File: src/rtl/xdma_pkg.sv
// Shared types for the xDMA read data path.
// Descriptor layout, AXI response codes and FSM states.
package xdma_pkg;

  typedef struct packed {
    logic [7:0] num_beats;
    logic       is_single;
    logic       is_read_data;
  } xdma_req_r_desc_t;

  localparam logic [1:0] RESP_OKAY   = 2'b00;
  localparam logic [1:0] RESP_EXOKAY = 2'b01;
  localparam logic [1:0] RESP_SLVERR = 2'b10;
  localparam logic [1:0] RESP_DECERR = 2'b11;

  typedef enum logic {
    IDLE = 1'b0,
    BUSY = 1'b1
  } r_state_e;

endpackage

File: src/rtl/counter.sv
// Free-running up counter with synchronous clear and enable.
// Wraps naturally at 2**WIDTH.
module counter #(
  parameter int unsigned WIDTH = 8
) (
  input  logic             clk_i,
  input  logic             rst_i,
  input  logic             clear_i,
  input  logic             en_i,
  output logic [WIDTH-1:0] q_o
);

  always_ff @(posedge clk_i) begin
    if (rst_i || clear_i) begin
      q_o <= '0;
    end else if (en_i) begin
      q_o <= q_o + 1'b1;
    end
  end

endmodule

File: src/rtl/xdma_r_spill_reg.sv
// Two-entry valid/ready buffer carrying data plus a last flag.
// Full throughput at one cycle latency; ready is registered-only.
module xdma_r_spill_reg #(
  parameter type data_t = logic [31:0]
) (
  input  logic  clk_i,
  input  logic  rst_i,
  input  logic  valid_i,
  output logic  ready_o,
  input  data_t data_i,
  input  logic  last_i,
  output logic  valid_o,
  input  logic  ready_i,
  output data_t data_o,
  output logic  last_o,
  output logic  empty_o
);

  data_t      mem_q  [2];
  logic       last_q [2];
  logic       wr_q;
  logic       rd_q;
  logic [1:0] cnt_q;
  logic       push;
  logic       pop;

  assign ready_o = (cnt_q != 2'd2);
  assign valid_o = (cnt_q != 2'd0);
  assign empty_o = (cnt_q == 2'd0);
  assign push    = valid_i && ready_o;
  assign pop     = valid_o && ready_i;
  assign data_o  = valid_o ? mem_q[rd_q] : '0;
  assign last_o  = valid_o && last_q[rd_q];

  always_ff @(posedge clk_i) begin
    if (rst_i) begin
      for (int i = 0; i < 2; i++) begin
        mem_q[i]  <= '0;
        last_q[i] <= 1'b0;
      end
      wr_q  <= 1'b0;
      rd_q  <= 1'b0;
      cnt_q <= 2'd0;
    end else begin
      if (push) begin
        mem_q[wr_q]  <= data_i;
        last_q[wr_q] <= last_i;
        wr_q         <= ~wr_q;
      end
      if (pop) begin
        rd_q <= ~rd_q;
      end
      cnt_q <= cnt_q + 2'(push) - 2'(pop);
    end
  end

endmodule

File: src/rtl/xdma_r_data_path.sv
// xDMA read data path: AXI R beats to local stream, last from descriptor.
// Define XDMA_R_SPILL_EN to insert a 2-entry spill register on the stream.
module xdma_r_data_path
  import xdma_pkg::*;
#(
  parameter type data_t = logic [31:0]
) (
  input  logic             clk_i,
  input  logic             rst_i,
  input  xdma_req_r_desc_t r_desc_i,
  input  logic             r_dp_valid_i,
  output logic             r_dp_ready_o,
  input  data_t            r_data_i,
  input  logic [1:0]       r_resp_i,
  input  logic             r_last_i,
  input  logic             r_valid_i,
  output logic             r_ready_o,
  output data_t            read_rsp_data_o,
  output logic             read_rsp_last_o,
  output logic             read_rsp_valid_o,
  input  logic             read_rsp_ready_i,
  output logic             err_last_o,
  output logic             err_resp_o,
  input  logic             err_clear_i
);

  r_state_e   state_q;
  r_state_e   state_d;
  logic [7:0] cnt;
  logic       busy;
  logic       rd;
  logic       exp_last;
  logic       beat;
  logic       done;
  logic       start;
  logic       err_last_q;
  logic       err_resp_q;
  logic       resp_bad;

  assign busy     = (state_q == BUSY) && !rst_i;
  assign rd       = r_desc_i.is_read_data;
  assign exp_last = r_desc_i.is_single ||
                    (cnt == r_desc_i.num_beats - 8'd1);
  assign beat     = busy && r_valid_i && r_ready_o;
  assign resp_bad = (r_resp_i == RESP_SLVERR) ||
                    (r_resp_i == RESP_DECERR);

  counter #(
    .WIDTH (8)
  ) i_cnt (
    .clk_i   (clk_i),
    .rst_i   (rst_i),
    .clear_i (start || done),
    .en_i    (beat),
    .q_o     (cnt)
  );

`ifdef XDMA_R_SPILL_EN
  logic  sp_ready;
  logic  sp_valid;
  logic  sp_last;
  logic  sp_empty;
  data_t sp_data;
  logic  wait_q;

  // Once the last beat is buffered, stop taking R beats until it drains.
  always_ff @(posedge clk_i) begin
    if (rst_i || done) begin
      wait_q <= 1'b0;
    end else if (beat && rd && exp_last) begin
      wait_q <= 1'b1;
    end
  end

  xdma_r_spill_reg #(
    .data_t (data_t)
  ) i_spill (
    .clk_i   (clk_i),
    .rst_i   (rst_i),
    .valid_i (beat && rd),
    .ready_o (sp_ready),
    .data_i  (r_data_i),
    .last_i  (exp_last),
    .valid_o (sp_valid),
    .ready_i (read_rsp_ready_i),
    .data_o  (sp_data),
    .last_o  (sp_last),
    .empty_o (sp_empty)
  );

  assign start = (state_q == IDLE) && r_dp_valid_i && sp_empty;

  always_comb begin
    r_ready_o        = 1'b0;
    read_rsp_valid_o = 1'b0;
    read_rsp_data_o  = '0;
    read_rsp_last_o  = 1'b0;
    done             = 1'b0;
    if (busy) begin
      r_ready_o        = !rd || (sp_ready && !wait_q);
      read_rsp_valid_o = sp_valid;
      read_rsp_data_o  = sp_data;
      read_rsp_last_o  = sp_last;
      done             = rd ? (sp_valid && read_rsp_ready_i && sp_last)
                            : (beat && exp_last);
    end
  end
`else
  assign start = (state_q == IDLE) && r_dp_valid_i;

  always_comb begin
    r_ready_o        = 1'b0;
    read_rsp_valid_o = 1'b0;
    read_rsp_data_o  = '0;
    read_rsp_last_o  = 1'b0;
    if (busy) begin
      if (rd) begin
        r_ready_o        = read_rsp_ready_i;
        read_rsp_valid_o = r_valid_i;
        read_rsp_data_o  = r_data_i;
        read_rsp_last_o  = exp_last;
      end else begin
        r_ready_o = 1'b1;
      end
    end
  end

  assign done = beat && exp_last;
`endif

  always_ff @(posedge clk_i) begin
    if (rst_i) begin
      state_q <= IDLE;
    end else begin
      state_q <= state_d;
    end
  end

  always_comb begin
    state_d = state_q;
    unique case (state_q)
      IDLE:    if (start) state_d = BUSY;
      BUSY:    if (done) state_d = IDLE;
      default: state_d = IDLE;
    endcase
  end

  // Set wins over clear; a new descriptor leaves the flags alone.
  always_ff @(posedge clk_i) begin
    if (rst_i) begin
      err_last_q <= 1'b0;
      err_resp_q <= 1'b0;
    end else begin
      if (beat && (r_last_i != exp_last)) err_last_q <= 1'b1;
      else if (err_clear_i)               err_last_q <= 1'b0;
      if (beat && resp_bad)               err_resp_q <= 1'b1;
      else if (err_clear_i)               err_resp_q <= 1'b0;
    end
  end

  assign r_dp_ready_o = done;
  assign err_last_o   = err_last_q && !rst_i;
  assign err_resp_o   = err_resp_q && !rst_i;

  assert property (@(posedge clk_i) disable iff (rst_i)
    (state_q == BUSY) |-> r_dp_valid_i)
    else $error("descriptor valid dropped while busy");

endmodule

File: config.mk
export PLATFORM = sky130hd
export DESIGN_NAME = xdma_r_data_path
export DESIGN_NICKNAME = d
export VERILOG_FILES = /design/src/rtl/xdma_pkg.sv /design/src/rtl/counter.sv /design/src/rtl/xdma_r_spill_reg.sv /design/src/rtl/xdma_r_data_path.sv
export SDC_FILE = /design/constraint.sdc
export NUM_CORES = 1
export LEC_CHECK = 0
export CORE_MARGIN = 1.5
export CORE_UTILIZATION = 30
export DETAILED_ROUTE_END_ITERATION = 7
export HOLD_SLACK_MARGIN = 0.02
export PLACE_DENSITY = 0.76
export SLEW_MARGIN = 30
export SYNTH_ARGS = -nofsm -noshare
export SYNTH_HDL_FRONTEND = slang
export SYNTH_SLANG_ARGS = --single-unit
File: constraint.sdc
create_clock -name clk_i -period 2.4 [get_ports clk_i]
set_input_delay 0.48 -clock clk_i [delete_from_list [all_inputs] [get_ports clk_i]]
set_output_delay 0.48 -clock clk_i [all_outputs]
set_load 0.03 [all_outputs]
-- Yosys cells after proc, flatten, opt, wreduce, memory -nomap -nowiden
Index checks and enable logic that the tools add are counted.
Widths: inputs -> output; s select.
- register bits after elaboration: 11
- input port bits: 51
- add/sub/neg operators: 2
- equal/unequal tests: 4
- mux-type cells: 14
- bitwise operators: 1
- reductions and logical operators: 16
- operators by type and width (operator ; number):
    $mux 32 ; 2
    $mux 1 ; 11
    $logic_and 1x1->1 ; 9
    $add 8x1->8 const B ; 1
    $eq 8x8->1 ; 1
    $sub 8x1->8 const B ; 1
    $eq 2x2->1 const B ; 2
    $logic_or 1x1->1 ; 4
    $reduce_bool 2->1 ; 2
    $pmux 1 s2 ; 1
    $logic_not 1->1 ; 1
    $ne 1x1->1 ; 1
    $not 1->1 ; 1

-- Depth between registers and ports, before layout
Gate-level depths: netlist of the first run.
- depth in word-level cells: 7
- depth in mapped cells: 7
- gate-level depth less buffers: 7

-- By module
A second synthesis of the first run with hierarchy kept.
- cells, all modules: 132
- area, all modules: 1023.5 µm²
- by module, submodules not included (module ; instances ; cells each ; area each (µm²) ; seq. area each (µm²)):
    xdma_r_data_path ; 1 ; 94 ; 678.2 ; 60.1
    counter ; 1 ; 38 ; 345.3 ; 160.2

-- Worst setup path after synthesis of the first run
Ideal clock, no wire load.
- path type: input to output
- from: input r_desc_i[2] in the netlist's numbering
- to: output read_rsp_last_o
- data arrival time: 1959 ps
- required time: 1920 ps
- setup slack: -39 ps
- stages on the path: 7
- buffers on the path: 0
- path through: inv_1 -> ha_1 -> nand2b_1 -> o211a_1 -> o31a_1 -> o31ai_2 -> and3_1
- word-level cells in the longest chain between the ends: 5
- RTL lines (what ; RTL line ; text):
    from (decl) ; xdma_r_data_path.sv:10 ; input xdma_req_r_desc_t r_desc_i,
    $sub 8x1->8 ; xdma_r_data_path.sv:43 ; (cnt == r_desc_i.num_beats - 8'd1);
    $eq 8x8->1 ; xdma_r_data_path.sv:43 ;
    $logic_or 1x1->1 ; xdma_r_data_path.sv:42 ; assign exp_last = r_desc_i.is_single ||
    $mux 1 ; xdma_r_data_path.sv:117 ; if (rd) begin
    $mux 1 ; xdma_r_data_path.sv:116 ; if (busy) begin
    to (decl) ; xdma_r_data_path.sv:19 ; output logic read_rsp_last_o,
Every way passes these cells.

-- Worst setup path in the final report of the first run
- from: input r_desc_i[4] in the netlist's numbering
- to: output read_rsp_last_o
The elaborated chain is that of the path after synthesis.

==> metrics.md, run 1 <==
| Metric | Value |
|---|---|
| Status | `finished, violations left` |
| Failing checks | `negative setup slack` |
| Total gr overflow | `0` |
| Final net count | `295` |
| Pwr/cell area | `263 nW/um2` |
| Least-Margin Pin Slew | `441 ps` |
| CTS Buffer Depth | `2` |
| R2R Path Start | `i_cnt.q_o[5]` |
| Fin crit period | `2440 ps` |
| Pleak | `1.04 nW` |
| RSZ-0062 raised after global routing | `yes` |
| DRT Wirelength | `3710 um` |
| Final setup fails | `2` |
| TritonCTS clock tree | `done` |
| Pre-CTS WS | `-504 ps` |
| EDFF count, synth | `0` |
| Synth top cells by count | `and3_1 (36), nor3_1 (13), dfxtp_1 (11)` |
| Seq/Total Area, Yosys | `0.206` |
| CP Class | `in2out` |
| First-pass GRT wire length | `5980 um` |
| Max_cap viols | `0` |
| Post-DP HPWL | `2920 um` |
| Reg2Reg Setup Slack | `620 ps` |
| Most used DFF post-synth | `dfxtp_1` |
| Routed Antenna Nets | `0` |
| Worst setup startpoint | `r_desc_i[4]` |
| Fin crit share | `1.02` |
| Crit path max fanout | `5` |
| Yosys top cell area share | `0.211` |
| CTS Sinks | `11` |
| WP data arrival | `1960 ps` |
| Fmax | `410 MHz` |
| Count leader, synth | `and3_1` |
| Area delta synth->final | `101%` |
| Mapped Cells | `140` |
| Yosys warnings | `0` |
| Remaining DRCs | `0` |
| Worst hold path class | `reg2reg` |
| Total power draw | `0.000564 W` |
| Worst path required time | `1920 ps` |
| Core area | `3360 um2` |
| Final Skew | `4.18 ps` |
| Syn Nets | `193` |
| Vias in the first global route | `1,324` |
| Post-detailed-route wirelength per cell | `12.9 um` |
| CTS root buf | `clkbuf_4` |
| DRT Pass-1 Iters | `4` |
| Worst slew margin | `0.704` |
| Syn Area/Cell | `7.62 um2` |
| Worst setup SP type | `input pin` |
| Die X | `62.6 um` |
| Vias | `1,408` |
| Reg clk slew, reported paths | `70 ps` |
| Hold Slack | `507 ps` |
| Die ar. | `3920 um2` |
| Die H | `62.6 um` |
| Antenna violations before repair | `0` |
| Post-route setup slack | `-41.6 ps` |
| Post-synth cell types | `32` |
| VDD IR max | `93.8 uV` |
| Synth async-reset ratio | `0` |
| Placed cell areas | `1980 um2` |
| GRT Overall Usage | `0.187` |
| CP endpoint kind | `output pin` |
| Final Wtd Congestion | `0.891` |
| Initial DRC count | `43` |
| Top post-synthesis cells by area | `and3_1 (21%), dfxtp_1 (21%), xor2_1 (6.6%)` |
| Yosys reg bits | `11` |
| Non-Filler Cell Area, Final | `2140 um2` |
| Number of I/O pins | `89` |
| Largest net degree at the start of global routing | `35` |
| Worst-skew pair later-pin latency | `270 ps` |
| R2R depth | `6` |
| Slew Limit Fails | `0` |
| Vias per Instance | `4.91` |
| Crit path capture | `read_rsp_last_o` |
| FP Rows | `21` |
| Total CTS buffers | `3` |
| Final hold vios | `0` |
| Initial core utilization | `0.317` |
| H-tree levels | `1` |
| Worst r2r dst | `err_last_q` |
| ANT cells | `0` |
| Post-synth top area cell | `and3_1` |
| PortBufs | `87` |
| Share of layout cells above drive strength 1 | `0.365` |
| Mapped Area | `1070 um2` |
-- flip-flops by register name, summed over array words and instances, names as in the netlist --
signal	count
i_cnt.q_o	8
err_resp_q	1
state_q	1
err_last_q	1
-- timing repair --
item                                    CTS  global route
setup buffers                             1             3
resized for setup                        38            20
hold buffers                              0             0
endpoints found under the setup margin    2             6
pin swaps                                 7             9
-- through the flow --
stage	util	setup TNS (ps)	std cells
after floorplan	-	0	140
after CTS	0.621	-95.0	284
after global routing	0.637	-202	287
after detailed placement	0.589	-1520	279
after global placement	0.589	-1090	279
final	0.637	-51.4	287
-- how the worst min path moves through the flow --
stage	startpoint	to	depth (start not counted)
2_1_floorplan	err_resp_q	err_resp_q	2
5_1_grt	err_resp_q	err_resp_q	2
3_5_place_dp	err_resp_q	err_resp_q	2
3_3_place_gp	err_resp_q	err_resp_q	2
4_1_cts	err_resp_q	err_resp_q	2
6_report	err_resp_q	err_resp_q	2
-- kinds of logic after synthesis --
family,after synthesis,share of synthesized area
simple gates,81,0.471
compound gates,17,0.131
buf+inv,15,0.0528
xor+xnor,14,0.115
flops,11,0.206
fa+ha+maj,2,0.0234
-- final cells by class --
cell class	instances	area, um2
flip-flops and latches	11	220
inverters	8	35.0
clock buffers	4	26.3
fillers	329	1220
repair buffers	104	915
multi-input cells	114	890
well taps	46	57.6
-- worst max-delay path, stage by stage --
cell and delay, ps:
buf_12 110, nor4_4 370, and3_4 260, o22ai_4 90, o31ai_4 300, and3_4 220, buf_6 130
-- placed cells by master (no fill, tap or decap), types with 2 or more instances in the layout --
cell             synthesis  layout
a21oi_1                  5       4
and3_1                  36      35
and3_4                   0       3
buf_4                    0      52
buf_6                    0       5
clkbuf_4                 0       3
clkdlybuf4s50_1          0      42
dfxtp_1                 11      11
dlygate4sd2_1            0       2
inv_1                    8       6
inv_4                    0       2
nand2_1                  3       3
nand2b_4                 0       2
nand3_1                  5       5
nand4_1                  2       2
nor2_1                   7       7
nor3_1                  13      10
nor3_2                   0       3
nor4_4                   2       2
o31ai_1                  2       2
xnor2_1                  6       6
xor2_1                   8       5
xor2_2                   0       3
-- power breakdown --
group          internal, W  total [W]  switching [W]
combinational     0.000136   0.000247       0.000111
clock            0.0000644   0.000129      0.0000651
sequential        0.000185   0.000187     0.00000211
-- per-layer routing --
layer,up-vias,global-route usage,wire length (um)
met5,-,0,0
met4,0,0.0667,29
met3,2,0.0414,244
met2,60,0.325,1860
met1,638,0.226,1580
li1,708,-,-
Power figures use the tool's default switching activity.
==> run 2, diff against run 1 <==
--- a/config.mk
+++ b/config.mk
@@ -8,8 +8,8 @@
 export CORE_MARGIN = 1.5
 export CORE_UTILIZATION = 30
 export DETAILED_ROUTE_END_ITERATION = 7
+export DONT_BUFFER_PORTS = 1
 export HOLD_SLACK_MARGIN = 0.02
-export PLACE_DENSITY = 0.76
 export SLEW_MARGIN = 30
 export SYNTH_ARGS = -nofsm -noshare
 export SYNTH_HDL_FRONTEND = slang
==> run 2 against run 1 <==
The run now ends clean. Critical path depth unchanged. Clock-buffer cell count did not move. Clock skew fell by 0.62 ps. Final cell count fell by 34%.
==> metrics.md, run 2 (same netlist as run 1, synthesis figures left out) <==
| Metric | Value |
|---|---|
| Final Skew | `3.56 ps (-0.623 ps)` |
| Core area | `3360 um2 (unchanged)` |
| Final hold vios | `0 (unchanged)` |
| Die ar. | `3920 um2 (unchanged)` |
| GRT Overall Usage | `0.147 (-0.0406)` |
| CP endpoint kind | `output pin` |
| Fin crit period | `2350 ps (-95.6 ps)` |
| Initial DRC count | `25 (-42%)` |
| H-tree levels | `1 (unchanged)` |
| Total power draw | `0.000428 W (-24%)` |
| Final Wtd Congestion | `0.756 (-15%)` |
| Commonest cells after routing, fill and taps aside | `and3_1 (35), nor3_1 (13), dfxtp_1 (9), xor2_1 (8), nor2_1 (7)` |
| TritonCTS clock tree | `done` |
| Worst path required time | `1920 ps (about the same)` |
| Status | `completed` |
| Fin crit share | `0.977 (-0.0398)` |
| Pwr/cell area | `354 nW/um2 (+34%)` |
| Vias per Instance | `5.68 (+16%)` |
| CP Class | `in2out` |
| Worst setup SP type | `input pin` |
| Vias | `1,067 (-24%)` |
| Area delta synth->final | `13.5%` |
| Most common cell after layout, fill and taps aside | `and3_1` |
| Max reg flops | `8 (unchanged)` |
| Number of I/O pins | `89 (unchanged)` |
| VDD IR max | `109 uV (+16%)` |
| Worst slew margin | `0.617 (-0.0872)` |
| Fmax | `426 MHz (+4.1%)` |
| Largest net degree at the start of global routing | `36 (+2.9%)` |
| Most flop-heavy register | `i_cnt.q_o` |
| Pre-CTS WS | `-25.2 ps (+479 ps)` |
| FP Rows | `21 (unchanged)` |
| Final setup fails | `0 (-2)` |
| Setup TNS | `0 ps (+51.4 ps)` |
| CTS Sinks | `11 (unchanged)` |
| WP data arrival | `1870 ps (-90 ps)` |
| Routed Antenna Nets | `0 (unchanged)` |
| Post-route setup slack | `54.0 ps (+95.6 ps)` |
| PortBufs | `0 (-100%)` |
| Antenna violations before repair | `0 (unchanged)` |
| Total gr overflow | `0 (unchanged)` |
| Least-Margin Pin Slew | `573 ps (+133 ps)` |
| DRT Pass-1 Iters | `4 (unchanged)` |
| Vias in the first global route | `1,032 (-22%)` |
| Initial core utilization | `0.317 (unchanged)` |
| CTS Buffer Depth | `2 (unchanged)` |
| Crit path max fanout | `4 (-1)` |
| Worst hold path class | `in2reg` |
| Share of layout cells above drive strength 1 | `0.197 (-0.168)` |
| Total CTS buffers | `3 (unchanged)` |
| DRT Wirelength | `3070 um (-17%)` |
| Core Util, Final | `0.360 (-0.277)` |
| Post-detailed-route wirelength per cell | `16.3 um (+26%)` |
| Slew Limit Fails | `0 (unchanged)` |
| Die X | `62.6 um (unchanged)` |
| Die H | `62.6 um (unchanged)` |
| Remaining DRCs | `0 (unchanged)` |
| Final net count | `196 (-34%)` |
| First-pass GRT wire length | `4700 um (-21%)` |
| Post-DP HPWL | `2470 um (-16%)` |
| ANT cells | `0 (unchanged)` |
| Max_cap viols | `0 (unchanged)` |
| Pleak | `0.570 nW (-45%)` |
| Reg clk slew, reported paths | `70 ps (about the same)` |
| Hold-fix buffers, CTS | `0 (unchanged)` |
| CTS root buf | `clkbuf_4` |
| Worst-skew pair later-pin latency | `270 ps (about the same)` |
## run 2: changes by cell type in the layout (fill, tap and decap cells not counted), sizes merged
cell           previous run  this run
clkbuf                    5         4
clkdlybuf4s50            42         0
dlygate4sd2               2         0
buf                      59         5
## run 2: critical path: stages
cell	delay (ps)
inv_2	50
ha_4	170
nand2b_4	50
o211a_1	200
o31a_1	320
o31ai_4	300
and3_4	300
## run 2: timing repair
item / 4_1_cts / 5_1_grt
pin swaps: 0 / 4
hold endpoints to repair: 0 / 0
setup endpoints to repair: 1 / 2
gates resized for setup: 1 / 10
buffers inserted: 0 / 1
## run 2: area by class of cell
cell class                 instances  area [um2]
clock buffer                       4        26.3
fill                             393        2150
inverter                           8        30.0
multi-input combinational        114         837
sequential                        11         223
tap                               46        57.6
timing repair buffer               5        37.5
## run 2: routing by layer
layer  global-route usage  share of wire  vias to the layer above
li1                     -              -                      512
met1                0.154           0.37                      489
met2                0.277           0.53                       61
met3               0.0252          0.080                        5
met4               0.0750          0.017                        0
met5                    0              0                        -
## run 2: per-stage QoR
stage	instances	hold WS (ps)	area (um2)
after floorplan	140	469	1070
after global placement	183	480	1130
after detailed placement	183	491	1130
after CTS	187	259	1160
after global routing	188	257	1210
final	188	266	1210
## run 2: worst paths after layout
path / start / end / slack (ps) / cells past startpoint
worst max-delay path: r_desc_i[3] / read_rsp_last_o / 50 / 7
worst min-delay path: rst_i / err_resp_q / 270 / 1
worst max register to register: i_cnt.q_o[5] / err_last_q / 630 / 6
worst min register to register: err_resp_q / err_resp_q / 500 / 2
## run 2: power by group
group	switching, W	internal [W]	total, W
Combinational	0.0000739	0.0000377	0.000112
Clock	0.0000648	0.0000645	0.000129
Sequential	0.00000206	0.000185	0.000187
==> run 3, diff against run 2 <==
--- a/config.mk
+++ b/config.mk
@@ -13,4 +13,5 @@
 export SLEW_MARGIN = 30
 export SYNTH_ARGS = -nofsm -noshare
 export SYNTH_HDL_FRONTEND = slang
+export SYNTH_HIERARCHICAL = 1
 export SYNTH_SLANG_ARGS = --single-unit
==> run 3 against run 2 <==
Final area increased by 0.83%. Combinational power fell by 4%. Synthesized cell count decreased by 5.7%. Maximum frequency up 1.4%. Core utilization up 0.87 points. Global-route usage fell by 0.93 points. Critical path depth unchanged. Register-to-register slack lost 310 ps. Die area decreased by 3.9%. Routed wire length fell by 12%. Clock power down 3%. Critical path type is now reg2out. Largest power group unchanged.
==> metrics.md, run 3 <==
| Metric | Value |
|---|---|
| Most common cell after layout, fill and taps aside | `and2_1` |
| Remaining DRCs | `0 (unchanged)` |
| Worst path required time | `1920 ps (about the same)` |
| Status | `completed` |
| Top Metal Used | `met3` |
| Vias per Instance | `5.13 (-9.6%)` |
| Count leader, synth | `and2_1` |
| EDFF count, synth | `0 (unchanged)` |
| Max_cap viols | `0 (unchanged)` |
| Fin crit share | `0.964 (-0.0135)` |
| Yosys top cell area share | `0.215 (+0.00414)` |
| Seq/Total Area, Yosys | `0.215 (+0.00883)` |
| Crit path largest cell delay | `340 ps (+20 ps)` |
| Pleak | `0.474 nW (-17%)` |
| Final hold vios | `0 (unchanged)` |
| Most flop-heavy register | `i_cnt/q_o` |
| Post-detailed-route wirelength per cell | `14.5 um (-11%)` |
| Worst path cell trace | `xor2_1 > o21ai_1 > a21oi_1 > nor4_1 > buf_4 > a31oi_4 > and2b_4` |
| Post-synth top area cell | `dfxtp_1` |
| Total gr overflow | `0 (unchanged)` |
| Adder-Cell Fraction of Synth Area | `0.0244 (+0.00100)` |
| Final net count | `194 (-1.0%)` |
| Placed Cells | `182 (-0.55%)` |
| Non-Filler Cell Area, Final | `1220 um2 (+0.83%)` |
| XOR/XNOR Fraction of Synth Area | `0.111 (-0.00364)` |
| Fin crit period | `2310 ps (-32.4 ps)` |
| Vias | `954 (-11%)` |
| Yosys reg bits | `11 (unchanged)` |
| Multi-input logic area | `821 um2 (-1.9%)` |
| Post-DP HPWL | `2240 um (-9.3%)` |
| Mapped Area | `1020 um2 (-4.1%)` |
| # fillers | `336 (-15%)` |
| Fmax | `432 MHz (+1.4%)` |
| Mapped Cells | `132 (-5.7%)` |
| FP Rows | `21 (unchanged)` |
| CP endpoint kind | `output pin` |
| Max reg flops | `8 (unchanged)` |
| Synth top cells by count | `and2_1 (33), dfxtp_1 (11), nor2_1 (10)` |
| Buf/Inv on CP | `1 (unchanged)` |
| Largest family of logic cells by synthesized area | `simple AND/OR/NAND/NOR gates` |
| Worst slew margin | `0.571 (-0.0456)` |
| CTS Sinks | `11 (unchanged)` |
| Vias in the first global route | `863 (-16%)` |
| FF+latch area | `226 um2 (+1.7%)` |
| Pwr/cell area | `342 nW/um2 (-3.3%)` |
| Mux cell area share after synthesis | `0.0562 (+0.0562)` |
| CTS root buf | `clkbuf_4` |
| Worst hold path class | `in2reg` |
| Largest net degree at the start of global routing | `34 (-5.6%)` |
| WP data arrival | `1830 ps (-40 ps)` |
| Slew Limit Fails | `0 (unchanged)` |
| GRT Overall Usage | `0.137 (-0.00935)` |
| Total CTS buffers | `3 (unchanged)` |
| Synthesized-area fraction occupied by and/or/nand/nor cells | `0.407 (-0.0642)` |
| Most used DFF post-synth | `dfxtp_1` |
| ANT cells | `0 (unchanged)` |
| CP Class | `reg2out` |
| Reg clk slew, reported paths | `70 ps (about the same)` |
| Core area | `3310 um2 (-1.6%)` |
| Routed Antenna Nets | `0 (unchanged)` |
| Compound-Gate Fraction of Synth Area | `0.142 (+0.0105)` |
| Met3 routed WL | `282 um (+15%)` |
| Crit path max-delay family | `simple AND/OR/NAND/NOR gates` |
| Commonest cells after routing, fill and taps aside | `and2_1 (33), nor2_1 (9), buf_4 (9), dfxtp_1 (8), xor2_1 (7)` |
| Initial DRC count | `16 (-36%)` |
| Syn Nets | `185 (-4.1%)` |
| TritonCTS clock tree | `done` |
| Top post-synthesis cells by area | `dfxtp_1 (22%), and2_1 (20%), xor2_1 (6.8%)` |
| Share of layout cells above drive strength 1 | `0.221 (+0.0242)` |
| Final Wtd Congestion | `0.806 (+6.6%)` |
| Post-synth cell types | `35 (+9.4%)` |
| Die H | `61.4 um (-2.0%)` |
| H-tree levels | `1 (unchanged)` |
| Worst-skew pair later-pin latency | `270 ps (about the same)` |
| Hold-fix buffers, CTS | `0 (unchanged)` |
| Placed cell areas | `1130 um2 (unchanged)` |
| Yosys warnings | `6 (+6)` |
| DRT Pass-1 Iters | `4 (unchanged)` |
| Die ar. | `3770 um2 (-3.9%)` |
| Least-Margin Pin Slew | `642 ps (+68.2 ps)` |
| Metal2 WL | `1470 um (-9.7%)` |
| Crit-path slowest cell | `dfxtp_2` |
| First-pass GRT wire length | `3840 um (-18%)` |
| Die X | `61.4 um (-2.0%)` |
| CTS Buffer Depth | `2 (unchanged)` |
| PortBufs | `0 (unchanged)` |
| Synth async-reset ratio | `0 (unchanged)` |
| Non-filler instance count after layout | `186 (-1.1%)` |
| Number of I/O pins | `89 (unchanged)` |
| Worst setup SP type | `register` |
| Initial core utilization | `0.309 (-0.00819)` |
| Antenna violations before repair | `0 (unchanged)` |
| # Post-CTS Setup Buffers | `0 (unchanged)` |
| Routed metal-1 wirelength | `951 um (-17%)` |
| Final setup fails | `0 (unchanged)` |
| Crit path max fanout | `4 (unchanged)` |
| Final Skew | `0.605 ps (-2.95 ps)` |
| Syn Area/Cell | `7.75 um2 (+1.7%)` |
| DRT Wirelength | `2710 um (-12%)` |
| Area delta synth->final | `19.3%` |
| VDD IR max | `237 uV (+120%)` |
-- run 3: cell types whose count changed after synthesis, moves of 3 or more --
cell	delta
o21ai_0	+5
or3_1	+3
and3_2	-3
nand3_1	-3
nor2_1	+3
a31oi_1	+3
and2_1	+31
nor3_1	-10
and3_1	-36
clkbuf_1	-3
nand2b_1	-3
-- run 3: per-layer routing --
layer | track usage | vias to the layer above
li1 | - | 463
met1 | 0.150 | 434
met2 | 0.258 | 57
met3 | 0.0504 | 0
met4 | 0.0182 | 0
met5 | 0 | -
-- run 3: final timing paths --
check / startpoint / end / slack (ps) / cells past startpoint
worst min-delay path: rst_i / state_q / 280 / 1
worst max register to register: i_cnt/q_o[7] / i_cnt/q_o[7] / 320 / 9
worst min register to register: state_q / state_q / 530 / 2
worst max-delay path: i_cnt/q_o[2] / read_rsp_last_o / 90 / 7
-- run 3: kinds of logic (layout without fill, tap and decap cells) --
family                   after synthesis  in the layout
flip-flops                            11             11
adder cells (fa/ha/maj)                2              2
multiplexers                           4              4
XOR/XNOR                              13             13
buffers and inverters                 11             19
AND/OR/NAND/NOR                       70             70
AO/OA/AOI/OAI                         21             21
-- run 3: worst reg2reg max path, cell delays in order, from the launching register on --
cell and delay (ps):
dfxtp_4 370, xor2_4 220, o21ai_1 100, a41oi_1 250, a22oi_2 100, a31oi_4 240, buf_4 150, o22ai_1 50
or2_2 380, a21oi_1 150
-- run 3: through the flow --
stage	utilization	total power [W]	hold slack, ps	TNS (ps)	setup WS, ps
finish	0.369	0.000418	285	0	86.4
global route	0.369	0.000445	272	-23.1	-12.9
CTS	0.355	0.000420	279	0	1.13
detailed placement	0.342	0.000291	505	-326	-68.8
global placement	0.342	0.000288	483	-27.9	-27.9
floorplan	-	0.000277	470	0	19.6
-- run 3: cell type report --
class | instances | share of cell area
timing repair buffer | 9 | 0.0553
clock buffer | 4 | 0.0215
sequential | 11 | 0.185
tap | 46 | 0.0471
multi-input combinational | 110 | 0.672
inverter | 6 | 0.0184
-- run 3: repair_timing --
action,4_1_cts,5_1_grt
setup endpoints to repair,2,2
resized for setup,4,13
pin swaps,1,5
-- run 3: power breakdown --
part / switching (W) / internal (W) / leakage (nW) / total, W
registers: 0.00000197 / 0.000184 / 0.0909 / 0.000186
logic: 0.0000661 / 0.0000406 / 0.368 / 0.000107
clock network: 0.0000606 / 0.0000643 / 0.0150 / 0.000125
